`config.mk`:
```
export PLATFORM = sky130hd
export DESIGN_NAME = branch_unit
export DESIGN_NICKNAME = d
export VERILOG_FILES = /design/src/rtl/branch_unit.sv
export SDC_FILE = /design/constraint.sdc
export NUM_CORES = 1
export LEC_CHECK = 0
export BUFFER_PORTS_ARGS = -buffer_cell sky130_fd_sc_hd__clkbuf_2
export CAP_MARGIN = 20
export CORE_UTILIZATION = 50
export DETAILED_ROUTE_END_ITERATION = 7
export PLACE_DENSITY = 0.84
export SLEW_MARGIN = 40
export SYNTH_ARGS = -nofsm -noshare
export SYNTH_HDL_FRONTEND = slang
export SYNTH_SLANG_ARGS = --single-unit
```
`constraint.sdc`:
```
create_clock -name clk -period 4.6 [get_ports clk]
set_input_delay 1.38 -clock clk [delete_from_list [all_inputs] [get_ports clk]]
set_output_delay 1.38 -clock clk [all_outputs]
set_load 0.005 [all_outputs]
```
`src/rtl/branch_unit.sv`:
```
// branch_unit: resolves conditional branches into a registered, stallable result with delivery statistics
module branch_unit #(
  parameter int XLEN  = 32,
  parameter int CNT_W = 16
) (
  input  logic             clk,
  input  logic             rst,
  input  logic             in_valid,
  output logic             in_ready,
  input  logic [XLEN-1:0]  pc,
  input  logic [XLEN-1:0]  rs1_data,
  input  logic [XLEN-1:0]  rs2_data,
  input  logic [2:0]       funct3,
  input  logic [12:0]      imm,
  input  logic             flush,
  output logic             out_valid,
  input  logic             out_ready,
  output logic             taken,
  output logic [XLEN-1:0]  target,
  output logic [XLEN-1:0]  next_pc,
  output logic             misaligned,
  output logic             illegal,
  output logic [CNT_W-1:0] resolved_cnt,
  output logic [CNT_W-1:0] taken_cnt
);
  logic accept, hs, ill, eq, lt, ltu, cmp, tk;
  logic [XLEN-1:0] tgt, seq;
  assign in_ready = !out_valid || out_ready;
  always_comb begin
    accept = in_valid && in_ready;
    hs     = out_valid && out_ready;
    ill    = funct3[2:1] == 2'b01;
    eq     = rs1_data == rs2_data;
    lt     = $signed(rs1_data) < $signed(rs2_data);
    ltu    = rs1_data < rs2_data;
    cmp    = funct3[2] ? (funct3[1] ? ltu : lt) : eq;
    tk     = !ill && (cmp ^ funct3[0]);
    tgt    = pc + {{(XLEN-12){imm[12]}}, imm[11:1], 1'b0};
    seq    = pc + XLEN'(4);
  end
  always_ff @(posedge clk) begin
    if (rst) begin
      out_valid    <= 1'b0;
      taken        <= 1'b0;
      misaligned   <= 1'b0;
      illegal      <= 1'b0;
      target       <= '0;
      next_pc      <= '0;
      resolved_cnt <= '0;
      taken_cnt    <= '0;
    end else if (flush) begin
      out_valid <= 1'b0;
    end else begin
      if (hs) begin
        resolved_cnt <= resolved_cnt + CNT_W'(resolved_cnt != '1);
        taken_cnt    <= taken_cnt + CNT_W'(taken && taken_cnt != '1);
      end
      if (accept) begin
        out_valid  <= 1'b1;
        taken      <= tk;
        misaligned <= tk && tgt[1];
        illegal    <= ill;
        target     <= tgt;
        next_pc    <= tk ? tgt : seq;
      end else if (hs) begin
        out_valid <= 1'b0;
      end
    end
  end
endmodule

```
# Word-level counts from Yosys, hierarchy flattened
# Cells that the tools add are included.
# word_totals
reg_bits	100
inputBits	117
output_inout_bits	101
wordCells	37
# classes
add_sub_neg	4
n_lt_le_gt_ge	2
eq_ne	4
n_mux	5
bitwise	2
n_reduce_logical	12
# op_table
op	count
less-than comparator 32 bit	2
adder 16 x 1 -> 16 bit	2
adder 32 x 3 -> 32 bit, second input constant	1
adder 32 bit	1
== test 32 bit	1
two-way mux 32 bit	1
!= test 16 bit, second input constant	2
logical AND 1 bit	5
two-way mux 1 bit	4
AND reduction 2 bit	2
== test 2 x 1 -> 1 bit, second input constant	1
zero test 1 bit	2
nonzero test 2 bit	1
OR reduction 2 bit	1
logical OR 1 bit	1
NOT 1 bit	1
bitwise XOR 1 bit	1

# Longest topological paths before layout
# Gate-level depths: netlist of the first run.
# logic_depth
depth_word	6
mapped_depth	13

# Worst setup path after synthesis of the first run
# OpenSTA, ideal clock, no wires.
# synth_timing
path_kind	input-to-reg
from	in pc[1]
to	reg next_pc[17]
arrival_ns	3.567
required_time_ns	4.478
setup_slack_ns	0.911
cell_stages	11
path_buffers	0
cell_sequence	ha_1 > inv_1 > fa_1 > nor2b_1 > o2111ai_1 > a2111oi_0 > o41a_1 > o21a_1 > nor2_1 > xnor2_1 > a311o_1
# synth_via
elab_chain_len	2
# synth_lines
element	line	rtl
from (decl)	10	input logic [XLEN-1:0] pc,
adder 32 x 3 -> 32 bit / adder 32 bit (equally long branches)	39, 38	
two-way mux 32 bit (*)	64	next_pc <= tk ? tgt : seq;
to (signal assigned)	64	
to (decl)	20	output logic [XLEN-1:0] next_pc,
# Every way passes the cells marked *; elsewhere a longest branch is shown, timed or not.
# A chain may end at the register's enable or synchronous reset.

# Final worst setup path of the first run
# layout_timing
from	in pc[6]
to	reg next_pc[29]
# The elaborated chain is that of the path after synthesis.

==> summary.md, run 1 <==
| Metric | Value |
|---|---|
| Run status | finished, final reports clean |
| Gr usage total | 26.6% |
| Worst Path Required | 4870 ps |
| Synth warnings | 0 |
| Overflow after GRT | 0 |
| Number of flops mapped to enable cells by yosys | 0 |
| Critical path class | primary input to flip-flop |
| CP max FO | 6 |
| Most used cell, CP | a21oi_1 |
| Fin nets | 1261 |
| Hold Path End | target[31] |
| Yosys cell types | 70 |
| Die width | 121 um |
| Root buffer cell | clkbuf_16 |
| Arrival @ worst endpoint | 4120 ps |
| Total power | 2.32 mW |
| Cell Pwr Density | 271 nW/um^2 |
| DIE AREA | 14600 sq um |
| Share of flip-flops with an asynchronous set or reset | 0% |
| Commonest non-fill, non-tap cell in the layout | clkbuf_2 |
| Initial antenna violation count | 0 |
| Synthesized area per cell | 8.01 sq um |
| Global-route wire length before repair | 31100 um |
| Fillers | 1196 |
| Max IR drop VDD | 0.220 mV |
| # IOs | 218 |
| Worst setup SP type | primary input |
| CP top delay family | compound AO/OA/AOI/OAI gates |
| DR vias | 7183 |
| Fin. max-slew vios | 0 |
| CTS tree | yes |
| Sw power | 769 uW |
| Routed wire length | 19400 um |
| Final hold violation count | 0 |
| Slowest-stage cell, CP | o311ai_0 |
| Seq/Total Area, Yosys | 28.2% |
| RSZ-0062 raised after global routing | no |
| Starting DRT DRC Count | 389 |
| CP Cell Sequence | clkbuf_2, ha_1, a21oi_1, a21boi_0, o311ai_0, nand4_1, a31o_2, a21oi_1, xnor2_1, nand3_1, o311ai_2 |
| R2r endpoint | taken_cnt[10] |
| Initial Utilization | 52.1% |
| Vias in the first global route | 6512 |
| Pin count of the biggest net entering global routing | 64 |
| R2R Path Start | taken_cnt[10] |
| Final worst-path cycle share | 83.8% |
| Share of cells above drive strength 1 | 24.5% |
| Max cap viols | 0 |
| DR vias/cell | 5.71 |
| Routability Congestion | 0.917 |
| Final Setup Violations | 0 |
| Pre-CTS setup slack | 444 ps |
| Sw Ratio | 33.2% |
| CTS Buf Count | 9 |
| CP peak stage delay | 700 ps |
| N_diodes | 0 |
| Avg WL per Cell | 15.4 um |
| Vert. Die Dim | 121 um |
| CTS Sinks | 99 |
| CTS resizes | 0 |
| R2r worst-path depth | 9 |
| Clock transition at path regs | 80 ps |
| Worst Min Path Start | target[31] |
| Cell Rows | 42 |
| Skew final | 7.35 ps |
| F_max | 0.259 GHz |
| Rel. slew slack | 48.5% |
| Buf/Inv on CP | 1 |
| Mapped Area | 7040 sq um |
| P_leak | 3.88 nW |
| Clk Latency, worst-skew pair | 360 ps |
| Routed Antenna Nets | 0 |
| HPWL Detailed | 14800 um |
| R2R Setup Slk | 2370 ps |
| Area growth from synthesis to layout | 21.4% |
| Worst Hold Depth | 2 |
| Commonest non-fill, non-tap cells in the layout | 215 x clkbuf_2, 107 x nor2_1, 99 x dfxtp_1 |
| Synthesized flop and latch total | 99 |
| HP Class | flip-flop to flip-flop |
| Least-Margin Pin Slew | 763 ps |
| Internal power | 1.55 mW |
| Post-CTS Setup Inserts | 0 |
| Synthesized Nets | 1063 |
| H-Tree Depth | 3 |
| Fin worst setup slack | 745 ps |
| Power share of the combinational group | 27.6% |
| Min Tclk post-route | 3850 ps |
| DRT Pass-1 Iters | 5 |
| Hold-fix buffers at CTS | 0 |
| Core area | 13500 sq um |
| Critical Path End Type | flip-flop |
| Setup TNS | 0 ps |
| Gate Count Post-Synth | 878 |
| Synth Flop Type | dfxtp_1 |
| Clk pwr share | 32.3% |
| Sequential group share of total power | 40.1% |
| Worst-case clock buffer depth | 2 |
| DRC | 0 |
| IO Port Bufs | 216 |
==> worst max-delay path by stage <==
stage | endpoint | cells after the start | startpoint
6_report | next_pc[29] | 11 | pc[6]
5_1_grt | next_pc[19] | 13 | pc[1]
4_1_cts | next_pc[17] | 12 | pc[1]
3_5_place_dp | next_pc[17] | 12 | pc[1]
3_3_place_gp | next_pc[10] | 11 | rs2_data[29]
2_1_floorplan | next_pc[17] | 11 | pc[1]
==> worst min-delay path, cell delays in order, from the launching register on <==
cell and delay [ps]:
dfxtp_1 310, nand2_1 50, a21oi_1 50
==> cell type report <==
class / count / area (sq um) / area share [%]
timing repair buffer: 226 / 1170 / 13.7
tap: 176 / 220 / 2.58
inverter: 41 / 154 / 1.80
clock inverter: 7 / 60.1 / 0.703
multi-input combinational: 699 / 4730 / 55.4
clock buffer: 9 / 225 / 2.64
sequential: 99 / 1980 / 23.2
==> layer usage <==
metal  global-route usage (%)  share of wire, %  up-vias  routed length (um)
met4                     9.10               2.7        0                 516
met1                     35.2                46     3350                8840
li1                         -                 -     3542                   -
met2                     43.5                46      251                8850
met3                     4.53               6.0       40                1160
met5                        0                 0        -                   0
==> Yosys cell counts (all sizes together) (4+ instances only) <==
master,number,share of area [%]
xor2,39,4.9
nand3,43,3.1
o21ai,25,1.8
clkbuf,27,1.4
nor4,7,0.92
nor2,111,6.0
and3,13,1.2
ha,67,12
nand4,28,2.7
nand2b,4,0.36
and4,4,0.53
and2,4,0.36
nor2b,7,0.62
o21a,5,0.53
o211ai,7,0.75
a311o,14,2.0
a211oi,10,1.2
a21o,10,1.1
buf,12,1.2
xnor2,42,5.2
nor3,27,2.0
nand2,78,4.2
or3,9,1.0
o311ai,10,1.5
nor3b,17,1.8
dfxtp,99,28
nand3b,13,1.4
a211o,4,0.50
inv,41,2.2
mux2i,6,0.85
a21oi,61,4.3
a31oi,5,0.53
==> cells by family (layout without fill, tap and decap cells) <==
kind of cell	Yosys count	after routing	share of synthesized area (%)
buffers and inverters	80	283	4.82
muxes	6	6	0.854
adders and majority gates	68	68	12.2
AOI/OAI and AO/OA	175	175	17.2
DFF	99	99	28.2
xor gates and xnor gates	82	82	10.4
and+or+nand+nor	368	368	26.4
==> registers in the layout (all words and copies together) (netlist names) <==
signal / flops
target: 32
next_pc: 31
resolved_cnt: 16
taken_cnt: 16
illegal: 1
misaligned: 1
out_valid: 1
taken: 1
==> stage by stage <==
step	hold WS, ps	area (sq um)	instances	util, %
finish	457	8540	1257	63.3
floorplan	453	7040	878	-
detailed placement	446	8260	1241	61.1
CTS	456	8540	1257	63.2
global route	486	8540	1257	63.3
global placement	443	8250	1241	61.1
==> power by group through the flow <==
| stage | clock network [mW] | registers (mW) | logic [mW] |
|---|---|---|---|
| finish | 0.747 | 0.930 | 0.639 |
| global route | 0.802 | 0.935 | 0.704 |
| CTS | 0.762 | 0.929 | 0.632 |
| detailed placement | 0 | 0.949 | 0.628 |
| global placement | 0 | 0.947 | 0.614 |
| floorplan | 0 | 0.949 | 0.406 |
Power figures use the tool's default switching activity.
==> run 2, diff against run 1 <==
--- a/config.mk
+++ b/config.mk
@@ -5,11 +5,12 @@
 export SDC_FILE = /design/constraint.sdc
 export NUM_CORES = 1
 export LEC_CHECK = 0
+export ABC_AREA = 1
 export BUFFER_PORTS_ARGS = -buffer_cell sky130_fd_sc_hd__clkbuf_2
 export CAP_MARGIN = 20
 export CORE_UTILIZATION = 50
 export DETAILED_ROUTE_END_ITERATION = 7
-export PLACE_DENSITY = 0.84
+export PLACE_DENSITY = 0.83
 export SLEW_MARGIN = 40
 export SYNTH_ARGS = -nofsm -noshare
 export SYNTH_HDL_FRONTEND = slang
==> constraint.sdc (replaced) <==
create_clock -name clk -period 3.65 [get_ports clk]
set_input_delay 1.095 -clock clk [delete_from_list [all_inputs] [get_ports clk]]
set_output_delay 1.095 -clock clk [all_outputs]
set_load 0.005 [all_outputs]
==> run 2 against run 1 <==
Against the previous run: wire length rose by 16%; flip-flop and latch count did not move; register-to-register slack got worse by 1100 ps; final area rose by 8.2%; core utilization fell by 0.61 points; synthesized area rose by 9.0%; clock power rose by 29%; worst setup slack got worse by 220 ps; clock-buffer cell count rose by 2; via count rose by 16%; highest routed layer unchanged.
==> summary.md, run 2 <==
| Metric | Value |
|---|---|
| Skew final | 6.09 ps (-1.26 ps) |
| Gate Count Post-Synth | 1165 (+33%) |
| Share of flip-flops with an asynchronous set or reset | 0% (unchanged) |
| Post-CTS Setup Inserts | 0 (unchanged) |
| Critical Path Source | rs2_data[31] |
| Fin. max-slew vios | 0 (unchanged) |
| Most used cell, CP | nand2_1 |
| Max cap viols | 0 (unchanged) |
| Synth Area in Compound Gates | 14.2% (-3.0 points) |
| Initial antenna violation count | 0 (unchanged) |
| Power share of the combinational group | 28.9% (+1.3 points) |
| Largest family of logic cells by synthesized area | simple AND/OR/NAND/NOR gates |
| Flip-flop count of the largest register after layout | 32 (unchanged) |
| DR vias/cell | 5.36 (-6.3%) |
| DIE AREA | 15800 sq um (+8.9%) |
| Worst-case clock buffer depth | 2 (unchanged) |
| Die width | 126 um (+4.3%) |
| Fin nets | 1558 (+24%) |
| Routed wire length | 22500 um (+16%) |
| Top cells by area, synth | dfxtp_1 26%, nand2_1 11%, ha_1 11% |
| R2R Setup Slk | 1240 ps (-1130 ps) |
| Largest area contributor in the synthesized netlist | dfxtp_1 |
| Area growth from synthesis to layout | 20.5% |
| Commonest non-fill, non-tap cell in the layout | nand2_1 |
| Rel. slew slack | 63.1% (+15 points) |
| Synth warnings | 0 (unchanged) |
| Vert. Die Dim | 126 um (+4.3%) |
| Overflow after GRT | 0 (unchanged) |
| Setup TNS | 0 ps (unchanged) |
| Share of cells above drive strength 1 | 20.2% (-4.3 points) |
| IO Port Bufs | 216 (unchanged) |
| Share of the synthesized area in the top cell type | 25.8% (-2.3 points) |
| Root buffer cell | clkbuf_16 |
| CTS resizes | 0 (unchanged) |
| Commonest non-fill, non-tap cells in the layout | 231 x nand2_1, 216 x clkbuf_2, 183 x inv_1 |
| R2r endpoint | taken_cnt[14] |
| Post-synthesis xor/xnor area fraction | 6.28% (-4.1 points) |
| Worst Path Required | 3880 ps (-990 ps) |
| Fillers | 1408 (+18%) |
| F_max | 0.320 GHz |
| N_diodes | 0 (unchanged) |
| R2r worst-path depth | 13 (+4) |
| Gr usage total | 29.2% (+2.6 points) |
| Total power | 3.00 mW (+30%) |
| DR vias | 8368 (+16%) |
| Seq/Total Area, Yosys | 25.8% (-2.3 points) |
| Pin count of the biggest net entering global routing | 93 (+45%) |
| Worst setup path endpoint | next_pc[20] |
| Clk Latency, worst-skew pair | 360 ps (about the same) |
| Clk pwr share | 32.2% (about the same) |
| # IOs | 218 (unchanged) |
| RSZ-0062 raised after global routing | no |
| Number of flops mapped to enable cells by yosys | 0 (unchanged) |
| Internal power | 1.98 mW (+28%) |
| Synthesized flop and latch total | 99 (unchanged) |
| Synth Area in Adders | 11.2% (-1.0 points) |
| CP Cell Sequence | clkbuf_2, inv_1, ha_1, nand2_1, nor2_2, nand2_1, inv_2, nand2_2, nor2_2, nand2_1, nand3_1, nand2_1, nand3_2, nand2_1, nand2_4, nand3_4, nand3_1, nand2_1, nor2_1, nor2_1 |
| Slowest-stage cell, CP | nand3_4 |
| CTS tree | yes |
| Min Tclk post-route | 3120 ps |
| Critical Path End Type | flip-flop |
| Final hold violation count | 0 (unchanged) |
| Sw Ratio | 34.1% (+0.92 points) |
| CTS Sinks | 99 (unchanged) |
| CP peak stage delay | 350 ps (-350 ps) |
| Synthesized Nets | 1350 (+27%) |
| P_leak | 4.92 nW (+27%) |
| Simple-Gate Fraction of Synth Area | 31.3% (+4.9 points) |
| Critical path class | primary input to flip-flop |
| Synth Flop Type | dfxtp_1 |
| H-Tree Depth | 3 (unchanged) |
| Mapped Area | 7670 sq um (+9.0%) |
| Worst Min Path Start | next_pc[7] |
| Vias in the first global route | 7680 (+18%) |
| Least-Margin Pin Slew | 548 ps (-215 ps) |
| Initial Utilization | 52.0% (-0.12 points) |
| CTS Buf Count | 9 (unchanged) |
| Routability Congestion | 0.965 (+5.2%) |
| Most numerous cell in the Yosys netlist | nand2_1 |
| CP max FO | 30 (+24) |
| DRT Pass-1 Iters | 5 (unchanged) |
| R2R Path Start | taken_cnt[6] |
| Sw power | 1.02 mW (+33%) |
| Avg WL per Cell | 14.4 um (-6.5%) |
| Max IR drop VDD | 0.237 mV (+7.9%) |
| Cell Rows | 44 (+4.8%) |
| Largest regs | target x32, next_pc x31 |
| Global-route wire length before repair | 37000 um (+19%) |
| Final worst-path cycle share | 85.5% |
| Worst hold margin | 470 ps (+13.2 ps) |
| HPWL Detailed | 18200 um (+22%) |
| Mux share of post-synthesis cell area | 0% (-0.85 points) |
| Placed cell count | 1546 (+25%) |
| Run status | finished, final reports clean |
| Arrival @ worst endpoint | 3350 ps (-770 ps) |
| Yosys cell types | 51 (-27%) |
| Final Setup Violations | 0 (unchanged) |
| Reg with most FFs | target |
| Starting DRT DRC Count | 485 (+25%) |
| Worst setup SP type | primary input |
| DRC | 0 (unchanged) |
| Synthesized area per cell | 6.58 sq um (-18%) |
| Non-filler cells, final | 1562 (+24%) |
| Synth top cells by count | 231 x nand2_1, 183 x inv_1, 145 x nor2_1, 99 x dfxtp_1, 80 x nand3_1 |
| Cell Pwr Density | 325 nW/um^2 (+20%) |
| Clock transition at path regs | 70 ps (about the same) |
| HP Class | flip-flop to flip-flop |
| Hold-fix buffers at CTS | 0 (unchanged) |
| Sequential group share of total power | 39.0% (-1.1 points) |
| Core area | 14800 sq um (+9.2%) |
| Routed Antenna Nets | 0 (unchanged) |
==> run 2: cell count changes in the layout (fill, tap and decap cells not counted), moves of 13 or more <==
cell     previous run  this run
a311o_1            14         0
and3_1             13         0
inv_1              41       183
nand2_1            78       231
nand3_1            43        80
nor2_1            107       145
nor3b_1            16         0
o21ai_0            22        52
xnor2_1            42        13
==> run 2: how the worst min path moves through the flow <==
| stage | endpoint | slack (ps) | cells past startpoint |
|---|---|---|---|
| 2_1_floorplan | resolved_cnt[6] | 460 | 1 |
| 3_3_place_gp | next_pc[10] | 450 | 2 |
| 3_5_place_dp | next_pc[9] | 460 | 2 |
| 4_1_cts | next_pc[10] | 480 | 2 |
| 5_1_grt | next_pc[9] | 500 | 2 |
| 6_report | next_pc[7] | 470 | 2 |
==> run 2: power by group through the flow <==
stage / logic, mW / registers (mW) / clock network, mW
after floorplan: 0.540 / 1.19 / 0
after global placement: 0.844 / 1.19 / 0
after detailed placement: 0.853 / 1.19 / 0
after CTS: 0.858 / 1.17 / 0.981
after global routing: 0.970 / 1.18 / 1.02
final: 0.865 / 1.17 / 0.965
==> run 2: cells by family after synthesis <==
logic type / after synthesis
buffers and inverters: 218
XOR/XNOR: 55
AO/OA/AOI/OAI: 184
AND/OR/NAND/NOR: 541
adder cells (fa/ha/maj): 68
flip-flops: 99
==> run 2: worst max-delay path: cells and delay by family <==
kind          cells  cell delay (ps)
simple gates     16             1760
fa+ha+maj         1              300
buf+inv           3              180
==> run 2: layout make-up <==
class                           instances  area, sq um  share of cell area, %
Timing Repair Buffer                  229         1200                   13.0
Clock inverter                          5         41.3                  0.447
Tap cell                              184          230                   2.49
Clock buffer                           11          253                   2.73
Inverter                              186          698                   7.55
Multi-Input combinational cell        848         4830                   52.3
Sequential cell                        99         1980                   21.4
==> run 2: layer usage <==
layer	wire length, um	track usage, %	up-vias
li1	-	-	4220
met1	10100	37.9	3785
met5	0	0	-
met2	10200	47.4	305
met3	1540	6.12	58
met4	709	11.8	0
==> run 2: per-stage QoR <==
stage | worst slack (ps) | util (%) | area, sq um
after global placement | 232 | 60.7 | 8950
final | 528 | 62.6 | 9240
after global routing | 266 | 62.6 | 9240
after detailed placement | 178 | 60.7 | 8950
after CTS | 544 | 62.6 | 9240
after floorplan | 714 | - | 7670
